--- config.mk ---
export PLATFORM = sky130hd
export DESIGN_NAME = cmp_flag_unit
export DESIGN_NICKNAME = d
export VERILOG_FILES = /design/src/rtl/cmp_flag_unit.sv
export SDC_FILE = /design/constraint.sdc
export NUM_CORES = 1
export LEC_CHECK = 0
export ABC_AREA = 0
export CAP_MARGIN = 20
export CELL_PAD_IN_SITES_DETAIL_PLACEMENT = 0
export CELL_PAD_IN_SITES_GLOBAL_PLACEMENT = 2
export CORE_MARGIN = 2
export CORE_UTILIZATION = 31
export CTS_BUF_LIST = sky130_fd_sc_hd__clkbuf_8
export DETAILED_ROUTE_END_ITERATION = 12
export PLACE_DENSITY_LB_ADDON = 0.3
export SLEW_MARGIN = 5
export SYNTH_ARGS = -nofsm -noshare
export SYNTH_HDL_FRONTEND = slang
export SYNTH_SLANG_ARGS = --single-unit
--- constraint.sdc ---
create_clock -name clk -period 7.53 [get_ports clk]
set_clock_uncertainty 0.15 [all_clocks]
set_input_delay 0.753 -clock clk [delete_from_list [all_inputs] [get_ports clk]]
set_output_delay 0.753 -clock clk [all_outputs]
set_load 0.02 [all_outputs]
--- src/rtl/cmp_flag_unit.sv ---
// cmp_flag_unit: two-stage pipelined A-B flag generator (Z/N/V/Carry).
// Stage 1 subtracts the low halves, and stage 2 finishes the high halves.
// A valid/ready handshake on both ends allows backpressure and flush.
module cmp_flag_unit (
    input  logic        clk,
    input  logic        rst,
    input  logic        flush,
    input  logic        in_valid,
    output logic        in_ready,
    input  logic [31:0] rs1,
    input  logic [31:0] rs2,
    input  logic [2:0]  in_funct3,
    output logic        out_valid,
    input  logic        out_ready,
    output logic        Z,
    output logic        N,
    output logic        V,
    output logic        Carry,
    output logic [2:0]  out_funct3
);

    // Stage 1 registers
    logic        s1_valid_q;
    logic [15:0] lo_q;
    logic        c16_q;
    logic        zlo_q;
    logic [15:0] a_hi_q;
    logic [15:0] b_hi_q;
    logic        a31_q;
    logic        b31_q;
    logic [2:0]  tag1_q;

    // Stage 2 registers (drive the outputs directly)
    logic        s2_valid_q;
    logic        z_q;
    logic        n_q;
    logic        v_q;
    logic        carry_q;
    logic [2:0]  tag2_q;

    // Next-state values for the data path
    logic [15:0] lo_d;
    logic        c16_d;
    logic        zlo_d;
    logic [15:0] hi_d;
    logic        carry_d;
    logic        z_d;
    logic        n_d;
    logic        v_d;

    logic        s2_load;
    logic        accept;

    // Handshake: S1 drains into S2 whenever S2 is empty or being consumed.
    // in_ready depends only on registered state and out_ready.
    assign s2_load  = s1_valid_q & (~s2_valid_q | out_ready);
    assign in_ready = ~s1_valid_q | ~s2_valid_q | out_ready;
    assign accept   = in_valid & in_ready & ~flush;

    // Low-half subtract (A + ~B + 1) and high-half completion using the stored carry
    always_comb begin
        {c16_d, lo_d}   = {1'b0, rs1[15:0]} + {1'b0, ~rs2[15:0]} + 17'd1;
        zlo_d           = (lo_d == 16'd0);
        {carry_d, hi_d} = {1'b0, a_hi_q} + {1'b0, ~b_hi_q} + {16'd0, c16_q};
        n_d             = hi_d[15];
        z_d             = zlo_q & (hi_d == 16'd0);
        v_d             = (a31_q != b31_q) & (hi_d[15] != a31_q);
    end

    // Stage 1: load on accept, empty when drained or flushed; data held otherwise
    always_ff @(posedge clk) begin
        if (rst) begin
            s1_valid_q <= 1'b0;
            lo_q       <= '0;
            c16_q      <= 1'b0;
            zlo_q      <= 1'b0;
            a_hi_q     <= '0;
            b_hi_q     <= '0;
            a31_q      <= 1'b0;
            b31_q      <= 1'b0;
            tag1_q     <= '0;
        end else if (flush) begin
            s1_valid_q <= 1'b0;
        end else if (accept) begin
            s1_valid_q <= 1'b1;
            lo_q       <= lo_d;
            c16_q      <= c16_d;
            zlo_q      <= zlo_d;
            a_hi_q     <= rs1[31:16];
            b_hi_q     <= rs2[31:16];
            a31_q      <= rs1[31];
            b31_q      <= rs2[31];
            tag1_q     <= in_funct3;
        end else if (s2_load) begin
            s1_valid_q <= 1'b0;
        end
    end

    // Stage 2: flags change only on a load; an emptied stage keeps its last flags
    always_ff @(posedge clk) begin
        if (rst) begin
            s2_valid_q <= 1'b0;
            z_q        <= 1'b0;
            n_q        <= 1'b0;
            v_q        <= 1'b0;
            carry_q    <= 1'b0;
            tag2_q     <= '0;
        end else if (flush) begin
            s2_valid_q <= 1'b0;
        end else if (s2_load) begin
            s2_valid_q <= 1'b1;
            z_q        <= z_d;
            n_q        <= n_d;
            v_q        <= v_d;
            carry_q    <= carry_d;
            tag2_q     <= tag1_q;
        end else if (out_ready) begin
            s2_valid_q <= 1'b0;
        end
    end

    assign out_valid  = s2_valid_q;
    assign Z          = z_q;
    assign N          = n_q;
    assign V          = v_q;
    assign Carry      = carry_q;
    assign out_funct3 = tag2_q;

endmodule
==> metrics.txt <==
# TYPE chip_impl_metric gauge
chip_impl_metric{name="clk_path_buf_depth",unit=""} 2
chip_impl_metric{name="cts_inserted_buffers",unit=""} 5
chip_impl_metric{name="postLayoutCoreUtil",unit=""} 0.411
chip_impl_metric{name="synth.distinct_cells",unit=""} 55
chip_impl_metric{name="power_density",unit="nW/µm²"} 148
chip_impl_metric{name="starting_utilization_of_the_core_area",unit=""} 0.316
chip_impl_metric{name="final.period_utilization",unit=""} 0.444
chip_impl_metric{name="cts_resized",unit=""} 0
chip_impl_metric{name="n_fill_cell",unit=""} 1193
chip_impl_info{name="worst_hold_class",value="flop to flop"} 1
chip_impl_metric{name="chipHeight",unit="µm"} 109
chip_impl_metric{name="synth_edf_count",unit=""} 0
chip_impl_metric{name="io_buffer_count",unit=""} 80
chip_impl_metric{name="intPower",unit="W"} 0.000435
chip_impl_metric{name="grt_pass1_vias",unit=""} 3200
chip_impl_info{name="unrepaired_setup_endpoints_after_global_routing",value="no"} 1
chip_impl_metric{name="max_clock_freq",unit="MHz"} 299
chip_impl_metric{name="globalplace.congestion",unit=""} 0.820
chip_impl_metric{name="std_cell_rows",unit=""} 38
chip_impl_metric{name="pins_over_their_slew_limit",unit=""} 0
chip_impl_info{name="endpoint_kind",value="flop"} 1
chip_impl_metric{name="route.antenna.remaining_nets",unit=""} 0
chip_impl_metric{name="whs",unit="ps"} 309
chip_impl_info{name="worstReg2RegStart",value="c16_q"} 1
chip_impl_info{name="synthTopCellsByArea",value="sky130_fd_sc_hd__dfxtp_1 (27%), sky130_fd_sc_hd__ha_1 (11%), sky130_fd_sc_hd__nand2_1 (9.4%)"} 1
chip_impl_metric{name="area_share_of_the_leading_cell_type_in_the_synthesized_netlist",unit=""} 0.271
chip_impl_info{name="status",value="finished clean"} 1
chip_impl_metric{name="cap_viol_max_count",unit=""} 0
chip_impl_metric{name="globalRoute.totalOverflow",unit=""} 0
chip_impl_metric{name="via_count",unit=""} 3241
chip_impl_metric{name="core_box_area",unit="µm²"} 10700
chip_impl_info{name="worst_hold_path.endpoint",value="b_hi_q[12]"} 1
chip_impl_metric{name="clkPwrFrac",unit=""} 0.250
chip_impl_metric{name="drt-vias-per-instance",unit=""} 4.84
chip_impl_metric{name="cts.reportedPaths.clkPinSlew",unit="ps"} 90
chip_impl_metric{name="max_slew.worst_pin.slew",unit="ps"} 885
chip_impl_metric{name="first_iter_violations",unit=""} 146
chip_impl_info{name="tritoncts",value="built"} 1
chip_impl_metric{name="clock-sinks",unit=""} 46
chip_impl_metric{name="design.die.area",unit="µm²"} 11800
chip_impl_metric{name="synthArstFlopShare",unit=""} 0
chip_impl_metric{name="detail_route.first_pass.iterations",unit=""} 7
chip_impl_metric{name="grt_antenna_before_repair",unit=""} 0
chip_impl_metric{name="ir_drop",unit="mV"} 0.0873
chip_impl_metric{name="netlist_area",unit="µm²"} 3390
chip_impl_metric{name="sequentialPowerShare",unit=""} 0.397
chip_impl_info{name="ctsRootBufferMaster",value="sky130_fd_sc_hd__clkbuf_8"} 1
chip_impl_info{name="commonest_cells_in_the_synthesized_netlist",value="sky130_fd_sc_hd__nand2_1 (85), sky130_fd_sc_hd__a21oi_1 (60), sky130_fd_sc_hd__dfxtp_1 (46), sky130_fd_sc_hd__inv_1 (39), sky130_fd_sc_hd__ha_1 (31)"} 1
chip_impl_info{name="synth_most_common_cell",value="sky130_fd_sc_hd__nand2_1"} 1
chip_impl_metric{name="reg2reg_setup_slack",unit="ps"} 4710
chip_impl_metric{name="power.leakage",unit="nW"} 1.71
chip_impl_metric{name="timing.hold.worst_path_depth",unit=""} 2
chip_impl_metric{name="switching_power",unit="W"} 0.000217
chip_impl_metric{name="yosysSeqAreaShare",unit=""} 0.271
chip_impl_metric{name="floorplan.io_pins",unit=""} 81
chip_impl_metric{name="switching_share",unit=""} 0.333
chip_impl_metric{name="synthesis.nets",unit=""} 562
chip_impl_metric{name="hpwlAfterDp",unit="mm"} 6.61
chip_impl_metric{name="ys.warnings.count",unit=""} 0
chip_impl_metric{name="clkLatencyLatePin",unit="ps"} 310
chip_impl_info{name="critical_path.startpoint_type",value="primary input"} 1
chip_impl_metric{name="r2r.worst_path.cells",unit=""} 11
chip_impl_metric{name="routedWlPerCell",unit="µm"} 12.8
chip_impl_metric{name="setup_viol",unit=""} 0
chip_impl_metric{name="global_route_wire_length_before_repair",unit="mm"} 14.5
chip_impl_metric{name="antenna_cells",unit=""} 0
chip_impl_metric{name="cts-htree-levels",unit=""} 2
chip_impl_metric{name="cts-hold-fix-buffers",unit=""} 0
chip_impl_metric{name="power.total",unit="W"} 0.000651
chip_impl_info{name="synth.largest_area_cell",value="sky130_fd_sc_hd__dfxtp_1"} 1
chip_impl_metric{name="synth_seq_cells",unit=""} 46
chip_impl_metric{name="nets",unit=""} 635
chip_impl_metric{name="power.share.combinational",unit=""} 0.354
chip_impl_metric{name="fin_ws",unit="ps"} 4190
chip_impl_metric{name="slew-limit-headroom",unit=""} 0.410
chip_impl_metric{name="grt_start_max_net_pins",unit=""} 49
chip_impl_info{name="hold_path.startpoint",value="b_hi_q[12]"} 1
chip_impl_info{name="primary_ff_master_synth",value="sky130_fd_sc_hd__dfxtp_1"} 1
chip_impl_metric{name="post_cts_buffers",unit=""} 0
chip_impl_info{name="reg2reg_to",value="Z"} 1
chip_impl_metric{name="die_w",unit="µm"} 109
chip_impl_metric{name="drc_errors",unit=""} 0
chip_impl_metric{name="areaGrowthSynthToFinish",unit="%"} 30.1
chip_impl_info{name="worst-setup-path-type",value="primary input to flop"} 1
chip_impl_metric{name="critPathArrivalTime",unit="ps"} 3430
chip_impl_metric{name="post-route-min-period",unit="ps"} 3340
chip_impl_metric{name="post_synth.cell_area_avg",unit="µm²"} 7.44
chip_impl_metric{name="finalHoldViolCount",unit=""} 0
chip_impl_metric{name="syn-instance-count",unit=""} 456
chip_impl_metric{name="crit_path_max_fanout",unit=""} 2
chip_impl_metric{name="dp_slack",unit="ps"} 3860
chip_impl_metric{name="postRouteWirelength",unit="mm"} 8.60
chip_impl_metric{name="globalRouteTotalUtil",unit=""} 0.152
chip_impl_metric{name="cp_data_required_time",unit="ps"} 7620
chip_impl_metric{name="tns",unit="ps"} 0
chip_impl_metric{name="drive_gt1_frac",unit=""} 0.0434
==> worst max-delay path by stage <==
| stage | start | endpoint | slack [ps] | depth (start not counted) |
|---|---|---|---|---|
| floorplan | rs1[0] | zlo_q | 4610 | 11 |
| global placement | rs1[0] | zlo_q | 3920 | 12 |
| detailed placement | rs1[0] | zlo_q | 3860 | 12 |
| CTS | rs1[0] | zlo_q | 4170 | 12 |
| global route | rs1[0] | zlo_q | 3970 | 12 |
| finish | rs1[0] | zlo_q | 4190 | 12 |
==> worst max-delay path, cell delays in order <==
cell	delay (ps)
sky130_fd_sc_hd__clkdlybuf4s50_1	450
sky130_fd_sc_hd__inv_1	40
sky130_fd_sc_hd__ha_1	210
sky130_fd_sc_hd__fa_1	450
sky130_fd_sc_hd__xor2_1	180
sky130_fd_sc_hd__and4b_1	200
sky130_fd_sc_hd__nand4_1	80
sky130_fd_sc_hd__a2111oi_0	420
sky130_fd_sc_hd__o2111ai_1	200
sky130_fd_sc_hd__nor4_2	200
sky130_fd_sc_hd__nand4_1	120
sky130_fd_sc_hd__o21ai_1	130
==> sequential cells by signal, indices dropped and copies added, names as in the netlist <==
signal and cells:
Carry 1, out_funct3 3, b_hi_q 16, zlo_q 1, c16_q 1, out_valid 1
s1_valid_q 1, V 1, a_hi_q 16, Z 1, tag1_q 3, N 1
==> layout make-up <==
| cell class | count | area, µm² | area share |
|---|---|---|---|
| flip-flops and latches | 46 | 921 | 0.209 |
| clock buffers | 5 | 68.8 | 0.0156 |
| well taps | 140 | 175 | 0.0397 |
| clock inverters | 3 | 22.5 | 0.00510 |
| inverters | 39 | 146 | 0.0332 |
| repair buffers | 83 | 818 | 0.185 |
| multi-input cells | 354 | 2260 | 0.512 |
==> placed cells by master (no fill, tap or decap), drive strengths merged, types with 5 or more instances in the layout <==
cell type / count
nand2: 85
clkdlybuf4s50: 79
a21oi: 61
dfxtp: 46
inv: 41
ha: 31
nor2: 30
o21ai: 15
nor3: 12
xor2: 9
nor2b: 9
xnor2: 8
nand2b: 8
mux2i: 8
o21a: 7
nand3: 6
nand4: 6
clkbuf: 5
==> cells by family after synthesis <==
family | after synthesis | share of synthesized area
AO/OA/AOI/OAI | 116 | 0.208
XOR/XNOR | 17 | 0.0439
multiplexers | 8 | 0.0236
AND/OR/NAND/NOR | 179 | 0.257
adder cells (fa/ha/maj) | 34 | 0.132
flip-flops | 46 | 0.271
buffers and inverters | 56 | 0.0634
==> power groups by stage <==
stage	Combinational (W)	Clock, W	Sequential, W
final	0.000230	0.000163	0.000258
after global routing	0.000260	0.000176	0.000260
after global placement	0.000231	0	0.000264
after CTS	0.000233	0.000168	0.000259
after floorplan	0.000157	0	0.000263
after detailed placement	0.000232	0	0.000264
==> per-layer routing <==
metal | GRT usage | part of all wire
met5 | 0 | 0
met4 | 0.0330 | 0.0090
met3 | 0.0211 | 0.038
met2 | 0.268 | 0.47
met1 | 0.197 | 0.48
==> stage by stage <==
| step | area, µm² | instances |
|---|---|---|
| 5_1_grt | 4410 | 670 |
| 2_1_floorplan | 3390 | 456 |
| 3_3_place_gp | 4320 | 662 |
| 3_5_place_dp | 4320 | 662 |
| 4_1_cts | 4410 | 670 |
| 6_report | 4410 | 670 |
Note: power is estimated with default switching activity, not from simulation.
